**config.mk**
```make
export PLATFORM = sky130hd
export DESIGN_NAME = ram_march_tester_flat
export DESIGN_NICKNAME = d
export VERILOG_FILES = /design/src/rtl/ram_march_tester_if.sv /design/src/rtl/ram_march_tester.sv /design/src/flat_wrapper.sv
export SDC_FILE = /design/constraint.sdc
export NUM_CORES = 1
export LEC_CHECK = 0
export ABC_CLOCK_PERIOD_IN_PS = 3000
export CAP_MARGIN = 10
export CORE_UTILIZATION = 49
export DETAILED_ROUTE_END_ITERATION = 10
export PLACE_DENSITY = 0.8
export SLEW_MARGIN = 20
export SYNTH_ARGS = -nofsm -noshare
export SYNTH_HDL_FRONTEND = slang
export SYNTH_SLANG_ARGS = --single-unit
```
**constraint.sdc**
```tcl
create_clock -name clk -period 3 [get_ports clk]
set_input_delay 0.45 -clock clk [delete_from_list [all_inputs] [get_ports clk]]
set_output_delay 0.45 -clock clk [all_outputs]
set_load 0.02 [all_outputs]
```
**src/rtl/ram_march_tester_if.sv**
```systemverilog
// Single-port synchronous RAM bus between the march tester (master) and the RAM (slave).
interface ram_march_tester_if #(
  parameter int unsigned ADDR_W = 8,
  parameter int unsigned DATA_W = 32
);
  logic              mem_write_en;
  logic [ADDR_W-1:0] mem_addr;
  logic [DATA_W-1:0] mem_data_in;
  logic [DATA_W-1:0] mem_data_out;

  modport master (
    output mem_write_en,
    output mem_addr,
    output mem_data_in,
    input  mem_data_out
  );

  modport slave (
    input  mem_write_en,
    input  mem_addr,
    input  mem_data_in,
    output mem_data_out
  );
endinterface

```
**src/rtl/ram_march_tester.sv**
```systemverilog
// Three-phase march BIST for a single-port synchronous RAM; stops at the first
// mismatch and reports address, read data and expected data.
module ram_march_tester #(
  parameter int unsigned ADDR_W = 8,
  parameter int unsigned DATA_W = 32,
  parameter int unsigned DEPTH  = 2**ADDR_W
) (
  input  logic              clk,
  input  logic              rst,
  input  logic              start,
  input  logic [DATA_W-1:0] pattern,
  output logic              busy,
  output logic              done,
  output logic              pass,
  output logic [ADDR_W-1:0] fail_addr,
  output logic [DATA_W-1:0] fail_data,
  output logic [DATA_W-1:0] fail_expected,
  ram_march_tester_if.master mem
);

  typedef enum logic [2:0] {
    IDLE,
    W_P,
    R_P,
    W_N,
    R_N,
    DRAIN,
    DONE
  } state_t;

  localparam logic [ADDR_W-1:0] LAST = ADDR_W'(DEPTH - 1);

  state_t            state, state_nxt;
  logic [ADDR_W-1:0] addr, addr_nxt;
  logic [DATA_W-1:0] pat;
  logic              chk_valid;
  logic [ADDR_W-1:0] chk_addr;
  logic [DATA_W-1:0] chk_exp;
  logic              rd_cycle;
  logic              accept;
  logic              mismatch;

  assign busy = (state != IDLE) && (state != DONE);
  assign done = (state == DONE);

  // The compare is gated by busy so a read registered on the way into DONE is never checked.
  assign mismatch = busy && chk_valid && (mem.mem_data_out != chk_exp);

  always_comb begin
    state_nxt        = state;
    addr_nxt         = addr;
    accept           = 1'b0;
    rd_cycle         = 1'b0;
    mem.mem_write_en = 1'b0;
    mem.mem_addr     = '0;
    mem.mem_data_in  = '0;
    case (state)
      IDLE, DONE: begin
        if (start) begin
          accept    = 1'b1;
          state_nxt = W_P;
          addr_nxt  = '0;
        end
      end
      W_P: begin
        mem.mem_write_en = 1'b1;
        mem.mem_addr     = addr;
        mem.mem_data_in  = pat;
        if (addr == LAST) begin
          state_nxt = R_P;
          addr_nxt  = '0;
        end else begin
          addr_nxt = addr + ADDR_W'(1);
        end
      end
      R_P: begin
        rd_cycle     = 1'b1;
        mem.mem_addr = addr;
        state_nxt    = W_N;
      end
      W_N: begin
        mem.mem_write_en = 1'b1;
        mem.mem_addr     = addr;
        mem.mem_data_in  = ~pat;
        if (addr == LAST) begin
          state_nxt = R_N;
        end else begin
          state_nxt = R_P;
          addr_nxt  = addr + ADDR_W'(1);
        end
      end
      R_N: begin
        rd_cycle     = 1'b1;
        mem.mem_addr = addr;
        if (addr == '0) begin
          state_nxt = DRAIN;
        end else begin
          addr_nxt = addr - ADDR_W'(1);
        end
      end
      DRAIN: begin
        state_nxt = DONE;
      end
      default: begin
        state_nxt = IDLE;
      end
    endcase
    if (mismatch) begin
      state_nxt = DONE;
    end
  end

  always_ff @(posedge clk) begin
    if (rst) begin
      state         <= IDLE;
      addr          <= '0;
      pat           <= '0;
      chk_valid     <= 1'b0;
      chk_addr      <= '0;
      chk_exp       <= '0;
      pass          <= 1'b0;
      fail_addr     <= '0;
      fail_data     <= '0;
      fail_expected <= '0;
    end else begin
      state     <= state_nxt;
      addr      <= addr_nxt;
      chk_valid <= rd_cycle;
      chk_addr  <= addr;
      chk_exp   <= (state == R_N) ? ~pat : pat;
      if (accept) begin
        pat           <= pattern;
        pass          <= 1'b0;
        fail_addr     <= '0;
        fail_data     <= '0;
        fail_expected <= '0;
      end else if (mismatch) begin
        pass          <= 1'b0;
        fail_addr     <= chk_addr;
        fail_data     <= mem.mem_data_out;
        fail_expected <= chk_exp;
      end else if (state == DRAIN) begin
        pass <= 1'b1;
      end
    end
  end

endmodule

```
**src/flat_wrapper.sv**
```systemverilog
// flat-port wrapper written by rule: the top's interface ports become plain ports
module ram_march_tester_flat 
#(
  parameter int unsigned ADDR_W = 8,
  parameter int unsigned DATA_W = 32,
  parameter int unsigned DEPTH  = 2**ADDR_W
)
  (clk, rst, start, pattern, busy, done, pass, fail_addr, fail_data, fail_expected, mem_mem_write_en, mem_mem_addr, mem_mem_data_in, mem_mem_data_out);
  ram_march_tester_if #(.ADDR_W(ADDR_W), .DATA_W(DATA_W)) mem_i ();
  input  logic clk;
  input  logic rst;
  input  logic start;
  input  logic [DATA_W-1:0] pattern;
  output logic busy;
  output logic done;
  output logic pass;
  output logic [ADDR_W-1:0] fail_addr;
  output logic [DATA_W-1:0] fail_data;
  output logic [DATA_W-1:0] fail_expected;
  output wire logic [$bits(mem_i.mem_write_en)-1:0] mem_mem_write_en;
  output wire logic [$bits(mem_i.mem_addr)-1:0] mem_mem_addr;
  output wire logic [$bits(mem_i.mem_data_in)-1:0] mem_mem_data_in;
  input wire logic [$bits(mem_i.mem_data_out)-1:0] mem_mem_data_out;
  assign mem_mem_write_en = mem_i.mem_write_en;
  assign mem_mem_addr = mem_i.mem_addr;
  assign mem_mem_data_in = mem_i.mem_data_in;
  assign mem_i.mem_data_out = mem_mem_data_out;
  ram_march_tester #(.ADDR_W(ADDR_W), .DATA_W(DATA_W), .DEPTH(DEPTH)) u_core (.clk(clk), .rst(rst), .start(start), .pattern(pattern), .busy(busy), .done(done), .pass(pass), .fail_addr(fail_addr), .fail_data(fail_data), .fail_expected(fail_expected), .mem(mem_i));
endmodule
```
==> impl_metrics.toml <==
[power]
power.density_mw_per_mm2 = 505
leakage_nw = 3.30
ir_drop_mv = 0.444
finalPower_mw = 4.88

[synth]
synth_xor_area_share_pct = 12.2
synth_flop_cell = "dfxtp_1"
synth_top_family_by_area = "simple AND/OR/NAND/NOR gates"
synth_top_area_share_pct = 44.2
synthArstFlopShare_pct = 0
syn_area_per_cell_sq_um = 8.60
synth_edf_count = 0
synth_compound_area_share_pct = 6.68
syn_nets = 898
synthSimpleGateAreaFrac_pct = 20.7
synthDistinctLibCells = 49
yosys.area.top_type = "dfxtp_1"
yosys-mux-area-fraction_pct = 10.6
ys_ff_latch = 157
mappedNetlistArea_sq_mm = 0.00712
ys_warn_count = 0
synthTopCellsByArea = "dfxtp_1 44%, nand2_1 11%, mux2i_1 10%"
seq_area_frac_synth_pct = 44.2
synthCells = 828
synthAdderAreaFrac_pct = 0.527

[timing]
setup_viol = 0
rsz0062_at_grt = "no"
skew_ns = 0.00912
max_slew_margin_pct = 46.9
fmax_mhz = 357
finalSetupTns_ns = 0
period_minus_slack_ns = 2.80
holdWs_ns = 0.438
fin_crit_sh_pct = 93.3
tightest_slew_ns = 0.797
slew_violations = 0
finalHoldViolations = 0

[global_routing]
grt_first_pass_wirelength_um = 28800
use_met1_pct = 35.8
grt_max_degree = 44
grt_util_all_layers_pct = 24.9
grt_util_met2_pct = 36.6
grt_overflow = 0
grt_pass1_vias = 5507
antenna_found_initial = 0
gr-usage-met3_pct = 4.74
grt.busiest_layer = "met2"

[die]
die_area_sq_mm = 0.0150
core_area_sq_mm = 0.0140
rows = 43
start_util_pct = 50.7
fp.dieH_um = 123
ios = 183
fp.dieW_um = 123

[worst_setup_path]
cp_num_buf_inv = 2
max_stage_delay_ns = 0.63
crit_arrival_ns = 2.35
crit_path_start = "u_core.state[0]"
cp_top_family = "buffers and inverters"
cp-end-kind = "output port"
startpoint_type = "flip-flop"
reg2reg_depth = 7
reg2reg_from = "u_core.addr[0]"
critical_path.cell_chain = "nand2b_2 -> buf_4 -> nor2_1 -> clkdlybuf4s50_1"
path_class = "flip-flop to output port"
crit_fanout = 20
crit_cells = 4
cp_slowest_cell = "clkdlybuf4s50_1"
cp_data_required_time_ns = 2.55

[routing]
drc = 0
drt_iter0_drc = 705
dr.pass1.iters = 5
wirelength_um = 18300
ant_nets = 0
routed-via-count = 6080
wl_per_cell_um = 15.6
viasPerCell = 5.18

[layout]
diodes = 0
syn_to_final_growth_pct = 35.8
final_nets = 1053
final_area_sq_mm = 0.00967
fillers = 1083
final_cells = 1174
drive_above_1_share_pct = 5.73

[cts]
cts_buffer_depth = 2
cts.clk_slew.worst_paths_ns = 0.06
cts_tree = "yes"
clock_latency_ns = 0.42
h-tree-depth = 4
cts_buffers = 17
cts.sinks = 157
postCtsSetupBuffers = 0
root_buffer = "clkbuf_16"

[hold_path]
hold_path_depth = 2
worstHoldPathType = "flip-flop to flip-flop"
min_from = "u_core.chk_addr[6]"

[place]
place_inst = 1144
io_buffers = 182
dpl-instance-area_sq_mm = 0.00904
place_congestion = 0.893
dp_hpwl_um = 13000

[outcome]
status = "complete, no violations"

[job]
maxCapViolations = 0
==> cell type report <==
cell class	instances	area (sq um)	area share, %
multi-input combinational	602	3630	37.6
sequential	157	3140	32.5
timing repair buffer	198	2020	20.9
clock buffer	21	480	4.97
tap	180	225	2.33
clock inverter	9	135	1.40
inverter	7	26.3	0.272
==> timing repair <==
action	CTS	global route
hold buffers	0	0
gates resized for setup	0	2
setup endpoints to repair	0	11
hold endpoints to repair	0	0
==> through the flow <==
step / setup slack [ns] / util [%]
4_1_cts: 0.0853 / 68.8
5_1_grt: 0.122 / 68.8
2_1_floorplan: 0.899 / -
3_5_place_dp: 0.236 / 64.4
3_3_place_gp: 0.272 / 64.4
6_report: 0.201 / 68.8
==> layer usage <==
metal  vias up  wire length, um
met5         -                0
met4         0              370
met3        31             1160
met2       236             7910
met1      2818             8880
li1       2995                -
==> placed cells by master (no fill, tap or decap), types with 11 or more instances in the layout <==
cell	synthesis	routed
xnor2_1	67	66
a21oi_1	44	44
nand2_1	217	217
clkdlybuf4s50_1	0	181
nor4_1	11	11
nor2_1	74	74
mux2i_1	73	73
clkbuf_16	0	17
xor2_1	32	32
dfxtp_1	157	156
==> sequential cells by signal, indices dropped and copies added (netlist names) <==
register              flops
u_core.pat               32
u_core.fail_expected     32
u_core.fail_data         32
u_core.pass               1
u_core.chk_valid          1
u_core.state              3
u_core.chk_addr           8
u_core.addr               8
u_core.fail_addr          8
u_core.chk_exp           32
==> power breakdown <==
group / internal [mW] / switching [mW] / leakage (nW)
Sequential: 2.13 / 0.0563 / 1.27
Clock: 1.39 / 0.832 / 0.294
Combinational: 0.223 / 0.249 / 1.74
Total: 3.75 / 1.14 / 3.30
==> worst reg2reg max path, cell delays in order, from the launching register on <==
cell	delay [ns]
dfxtp_1	0.51
inv_1	0.16
ha_1	0.22
nor4b_1	0.15
and3_1	0.21
a211o_2	0.39
or3_1	0.42
o2bb2ai_1	0.17
==> logic make-up after synthesis <==
group	count (synthesis)
and+or+nand+nor	350
DFF	157
xor gates and xnor gates	99
AOI/OAI and AO/OA	76
muxes	74
buffers and inverters	69
adders and majority gates	3
==> worst paths after layout <==
kind                                       endpoint  slack, ns
worst max register to register       u_core.addr[5]       0.69
worst max-delay path            mem_mem_data_in[30]       0.20
worst min register to register  u_core.fail_addr[6]       0.44
worst min-delay path            u_core.fail_addr[6]       0.44
==> Yosys cell counts, drive strengths merged (4+ instances only) <==
cell type,n
and2,9
clkbuf,23
inv,7
a21oi,44
and3,4
dfxtp,157
nor2b,7
buf,39
nor2,75
nand3,5
nand2,217
xnor2,67
nor3,7
nor4,11
o21ai,6
mux2i,73
xor2,32
o31ai,4
No activity file was read; power rests on OpenSTA's default activity.
